$ cat src/rtl/tilt_decoder.sv
// rtl/tilt_decoder.sv - two-axis tilt classifier with windowed averaging, hysteresis and debounce

module tilt_decoder #(
  parameter int W        = 9,
  parameter int CENTER_X = 385,
  parameter int CENTER_Y = 80,
  parameter int DEADBAND = 4,
  parameter int HYST     = 2,
  parameter int AVG_LOG2 = 2,
  parameter int STABLE   = 3
) (
  input  logic         clock,
  input  logic         reset,
  input  logic         sample_valid,
  input  logic [W-1:0] accel_x,
  input  logic [W-1:0] accel_y,
  output logic         up,
  output logic         down,
  output logic         restx,
  output logic         right,
  output logic         left,
  output logic         resty,
  output logic         dir_change,
  output logic [W-1:0] avg_x,
  output logic [W-1:0] avg_y
);

  localparam int N  = 1 << AVG_LOG2;
  localparam int SW = W + AVG_LOG2;
  localparam int DW = W + 2;
  localparam int FW = $clog2(N + 1);
  localparam int CW = $clog2(STABLE + 1);

  // Thresholds in the signed difference domain
  localparam logic signed [DW-1:0] P_DB  = $signed(DW'(DEADBAND));
  localparam logic signed [DW-1:0] N_DB  = $signed(DW'(-DEADBAND));
  localparam logic signed [DW-1:0] P_RET = $signed(DW'(DEADBAND - HYST));
  localparam logic signed [DW-1:0] N_RET = $signed(DW'(-(DEADBAND - HYST)));

  typedef enum logic [1:0] {
    ST_REST = 2'd0,
    ST_POS  = 2'd1,
    ST_NEG  = 2'd2
  } tilt_t;

  // {pos, neg, rest} one-hot for the output pins
  function automatic logic [2:0] onehot(input tilt_t st);
    case (st)
      ST_POS:  return 3'b100;
      ST_NEG:  return 3'b010;
      default: return 3'b001;
    endcase
  endfunction

  logic [FW-1:0] r_fill;
  logic          r_dir;
  logic          w_full;

  // The sample that completes the window is the first one classified
  assign w_full = (r_fill >= FW'(N - 1));

  for (genvar a = 0; a < 2; a++) begin : g_axis
    localparam int CENTER = (a == 0) ? CENTER_X : CENTER_Y;
    localparam logic signed [DW-1:0] C_S = $signed(DW'(CENTER));

    logic [W-1:0]          w_in;
    logic [W-1:0]          r_buf [N];
    logic [SW-1:0]         r_sum;
    logic [SW-1:0]         w_sum_next;
    logic [W-1:0]          w_avg_next;
    logic [W-1:0]          r_avg;
    logic signed [DW-1:0]  w_diff;
    tilt_t                 r_state;
    tilt_t                 w_state_next;
    tilt_t                 r_cand;
    tilt_t                 w_cand_next;
    tilt_t                 w_target;
    logic [CW-1:0]         r_cnt;
    logic [CW-1:0]         w_cnt_next;
    logic [CW-1:0]         w_cnt_inc;
    logic [2:0]            r_oh;
    logic                  w_chg;

    assign w_in       = (a == 0) ? accel_x : accel_y;
    assign w_sum_next = r_sum + SW'(w_in) - SW'(r_buf[N-1]);
    assign w_avg_next = W'(w_sum_next >> AVG_LOG2);
    // Classification sees the average that includes the current sample
    assign w_diff     = $signed({2'b00, w_avg_next}) - C_S;
    assign w_chg      = (w_state_next != r_state);

    // Sample window, running sum and registered average
    always_ff @(posedge clock) begin
      if (reset) begin
        for (int i = 0; i < N; i++) r_buf[i] <= '0;
        r_sum <= '0;
        r_avg <= '0;
      end else if (sample_valid) begin
        for (int i = N - 1; i > 0; i--) r_buf[i] <= r_buf[i-1];
        r_buf[0] <= w_in;
        r_sum    <= w_sum_next;
        r_avg    <= w_avg_next;
      end
    end

    // Target state from the current committed state with hysteresis on return to rest
    always_comb begin
      w_target = r_state;
      case (r_state)
        ST_POS: begin
          if (w_diff < N_DB)        w_target = ST_NEG;
          else if (w_diff <= P_RET) w_target = ST_REST;
          else                      w_target = ST_POS;
        end
        ST_NEG: begin
          if (w_diff > P_DB)        w_target = ST_POS;
          else if (w_diff >= N_RET) w_target = ST_REST;
          else                      w_target = ST_NEG;
        end
        default: begin
          if (w_diff > P_DB)        w_target = ST_POS;
          else if (w_diff < N_DB)   w_target = ST_NEG;
          else                      w_target = ST_REST;
        end
      endcase
    end

    // Debounce: a differing target must repeat STABLE times before it is committed
    always_comb begin
      w_state_next = r_state;
      w_cand_next  = r_cand;
      w_cnt_next   = r_cnt;
      w_cnt_inc    = r_cnt;
      if (sample_valid && w_full) begin
        if (w_target == r_state) begin
          w_cnt_next = '0;
        end else begin
          if (w_target == r_cand) begin
            w_cnt_inc = r_cnt + 1'b1;
          end else begin
            w_cand_next = w_target;
            w_cnt_inc   = CW'(1);
          end
          if (w_cnt_inc == CW'(STABLE)) begin
            w_state_next = w_cand_next;
            w_cnt_next   = '0;
          end else begin
            w_cnt_next = w_cnt_inc;
          end
        end
      end
    end

    // Committed state, candidate, counter and one-hot output register
    always_ff @(posedge clock) begin
      if (reset) begin
        r_state <= ST_REST;
        r_cand  <= ST_REST;
        r_cnt   <= '0;
        r_oh    <= 3'b001;
      end else begin
        r_state <= w_state_next;
        r_cand  <= w_cand_next;
        r_cnt   <= w_cnt_next;
        r_oh    <= onehot(w_state_next);
      end
    end
  end

  // Shared fill counter and single change pulse covering both axes
  always_ff @(posedge clock) begin
    if (reset) begin
      r_fill <= '0;
      r_dir  <= 1'b0;
    end else begin
      if (sample_valid && (r_fill != FW'(N))) r_fill <= r_fill + 1'b1;
      r_dir <= g_axis[0].w_chg | g_axis[1].w_chg;
    end
  end

  assign {up, down, restx}    = g_axis[0].r_oh;
  assign {right, left, resty} = g_axis[1].r_oh;
  assign dir_change           = r_dir;
  assign avg_x                = g_axis[0].r_avg;
  assign avg_y                = g_axis[1].r_avg;

endmodule

$ cat config.mk
export PLATFORM = sky130hd
export DESIGN_NAME = tilt_decoder
export DESIGN_NICKNAME = d
export VERILOG_FILES = /design/src/rtl/tilt_decoder.sv
export SDC_FILE = /design/constraint.sdc
export NUM_CORES = 1
export LEC_CHECK = 0
export BUFFER_PORTS_ARGS = -buffer_cell sky130_fd_sc_hd__buf_2
export CAP_MARGIN = 0
export CORE_AREA = 10 10 228 122
export DETAILED_ROUTE_END_ITERATION = 8
export DIE_AREA = 0 0 238 132
export PLACE_DENSITY = 0.5
export SKIP_LAST_GASP = 1
export SYNTH_ARGS = -nofsm -noshare
export SYNTH_HDL_FRONTEND = slang
export SYNTH_SLANG_ARGS = --single-unit
$ cat constraint.sdc
create_clock -name clock -period 7.38 [get_ports clock]
set_clock_uncertainty 0.1 [all_clocks]
set_input_delay 1.476 -clock clock [delete_from_list [all_inputs] [get_ports clock]]
set_output_delay 1.476 -clock clock [all_outputs]
set_load 0.01 [all_outputs]
==> flow_metrics.py <==
metrics = {
    "run_status": {
        "status": "finished clean",
    },
    "sta": {
        "setup_violations": 0,
        "fmax_mhz": 164.6,
        "max_slew_margin": 0.3160,
        "post-route-min-period_ps": 6077,
        "finalMaxSlewViolations": 0,
        "rsz0062_at_grt": "no",
        "period_share": 0.8234,
        "tns_ps": 0,
        "hold_violations": 0,
        "tightest_slew_ps": 1026,
    },
    "floorplanning": {
        "ios": 46,
        "start_util": 0.2982,
        "die_area_um2": 31420,
        "fp.dieH_um": 132,
        "coreArea_um2": 23670,
        "die_w_um": 238,
        "rows": 40,
    },
    "grt": {
        "grt_pass1_vias": 4916,
        "grt_max_degree": 76,
        "antenna_found_initial": 0,
        "grt_pass1_wl_um": 27580,
        "grt_overflow_total": 0,
        "grt.total_usage": 0.1103,
    },
    "route": {
        "drt_iter0_markers": 318,
        "post_drt_wl_per_cell_um": 15.66,
        "vias": 4962,
        "via_per_inst": 4.681,
        "drc": 0,
        "final_antenna_net_count": 0,
        "routed_wl_um": 16600,
        "drtPass1Iterations": 4,
    },
    "clock_tree": {
        "clock_path_buffers": 2,
        "cts_tree": "yes",
        "cts_buffers": 17,
        "ctsRootBufferMaster": "clkbuf_16",
        "clock_sinks": 116,
        "cts_resized": 0,
        "clk_pin_slew_ps": 50,
        "cts_setup_buffers": 0,
        "htree_levels": 4,
        "holdBufCountCts": 0,
        "clock_latency_ps": 420,
    },
    "logic_synthesis": {
        "ys_types": 72,
        "synth-seq-cells": 116,
        "ys_async_sr_fraction": 0,
        "ys.flop_type": "edfxtp_1",
        "synth_area_um2": 7058,
        "syn-instance-count": 707,
        "synth_edf_count": 72,
        "syn-mean-instance-area_um2": 9.983,
        "ys.warnings.count": 0,
        "yosysSeqAreaShare": 0.4311,
        "synth_fp_nets": 785,
    },
    "worst_setup_path": {
        "required_ps": 7580,
        "critPathKind": "primary input to register",
        "worstSetupStartpoint": "accel_x[1]",
        "r2r_slack_ps": 2150,
        "cp-start-kind": "primary input",
        "r2r-end": "g_axis[0].r_oh[0]",
        "worstReg2RegStart": "g_axis[0].r_sum[1]",
        "critPathArrivalTime_ps": 6280,
        "reg2reg_depth": 20,
        "end_kind": "register",
        "crit_fanout": 10,
    },
    "min_path": {
        "min_path_cells": 2,
        "hp-start": "g_axis[0].r_sum[1]",
        "min_to": "g_axis[0].r_sum[1]",
        "hold_path_class": "register to register",
    },
    "finish": {
        "utilization": 0.3396,
        "layout_commonest_cell": "inv_1",
        "drive_above_1_share": 0.1315,
        "antenna_cells": 0,
        "final_cell_mix": "inv_1 (98), edfxtp_1 (72), nor2_1 (64), and3_1 (60), buf_2 (45)",
        "area_delta_synth_final_pct": 13.90,
        "fin_nets": 810,
    },
    "power": {
        "power.leakage_nw": 3.618,
        "ir_worst_vdd_uv": 184.7,
        "powerDensity_nw_per_um2": 442.8,
    },
    "flow_run": {
        "drv_cap": 0,
    },
    "placed_design": {
        "io_buffers": 45,
        "gp_congestion": 0.8036,
        "hpwl_um": 11650,
    },
}
## power breakdown
group,switching (mW),total [mW],internal (mW)
Sequential,0.0500,0.816,0.766
Clock,0.301,0.813,0.513
Combinational,1.19,1.93,0.736
## synth_stat cells, types with 3 or more instances
cell type,n,area share
inv_1,99,0.053
or3_1,5,0.0044
xnor2_1,18,0.022
a21o_1,8,0.0085
buf_4,18,0.019
o32ai_1,4,0.0050
ha_1,39,0.069
clkbuf_1,22,0.012
a211oi_1,8,0.0085
edfxtp_1,72,0.31
nor2_1,64,0.034
o211ai_1,4,0.0043
o22ai_1,7,0.0062
nor3_1,9,0.0064
nand3b_1,3,0.0032
o21ai_0,17,0.012
o21bai_1,3,0.0032
a21oi_1,29,0.021
fa_1,18,0.051
o21a_1,4,0.0043
nor2b_1,9,0.0080
a31oi_1,4,0.0035
nor3b_1,3,0.0032
a221oi_2,3,0.0064
and3_1,60,0.053
nand2b_1,7,0.0062
nand2_1,28,0.015
and2_1,7,0.0062
xor2_1,13,0.016
mux2i_1,13,0.018
nand3_1,8,0.0057
or2_2,4,0.0035
dfxtp_1,44,0.12
## flip-flops by register name (all words and copies together) (netlist names)
name            count
dir_change          1
g_axis.r_buf       72
g_axis.r_cand       4
g_axis.r_cnt        4
g_axis.r_oh         6
g_axis.r_state      4
g_axis.r_sum       22
r_fill              3
## through the flow
stage	area (µm²)	hold slack, ps	worst slack [ps]	instances	power, mW
after floorplan	7058	356.3	1475	707	2.381
after global placement	7466	376.6	1009	1028	2.764
after detailed placement	7466	375.5	874.4	1028	2.739
after CTS	8039	383.3	1305	1060	3.576
after global routing	8039	409.3	959.1	1060	3.877
final	8039	383.8	1303	1060	3.560
## layer usage
metal,vias to the layer above,GRT usage,share of wire
met5,-,0,0
met1,2368,0.1655,0.56
met3,15,0.03130,0.038
li1,2500,-,-
met2,79,0.1459,0.39
met4,0,0.03292,0.010
## how the worst max path moves through the flow
stage / end / slack (ps) / depth (start not counted)
after floorplan: g_axis[0].r_oh[0] / 1480 / 21
after global placement: g_axis[0].r_oh[0] / 1010 / 21
after detailed placement: g_axis[0].r_oh[0] / 870 / 21
after CTS: g_axis[0].r_oh[0] / 1300 / 21
after global routing: g_axis[0].r_oh[0] / 960 / 21
final: g_axis[0].r_oh[0] / 1300 / 21
## logic make-up after synthesis
family	share of synthesized area
AOI/OAI and AO/OA	0.1402
xor gates and xnor gates	0.04166
adders and majority gates	0.1202
buffers and inverters	0.08793
DFF	0.4311
muxes	0.02163
and+or+nand+nor	0.1572
## critical path, stage by stage
cell,delay [ps]
buf_2,70
inv_1,60
fa_1,590
inv_1,60
ha_1,300
a21oi_1,300
o21bai_1,120
xor2_1,270
inv_1,80
ha_1,250
nand2_1,80
mux2i_1,160
or4b_1,520
a221oi_2,280
o211ai_1,140
a32o_1,420
nand3b_1,220
a2bb2oi_1,270
inv_1,70
ha_1,260
or2_2,270
## cell type report
| type | count | area, µm² |
|---|---|---|
| Fill cell | 2422 | 15630 |
| Multi-Input combinational cell | 448 | 3395 |
| Sequential cell | 116 | 3043 |
| Clock buffer | 23 | 467.9 |
| Tap cell | 315 | 394.1 |
| Inverter | 99 | 371.6 |
| Timing Repair Buffer | 50 | 262.8 |
| Clock inverter | 9 | 105.1 |
(Power assumes the default switching activity.)
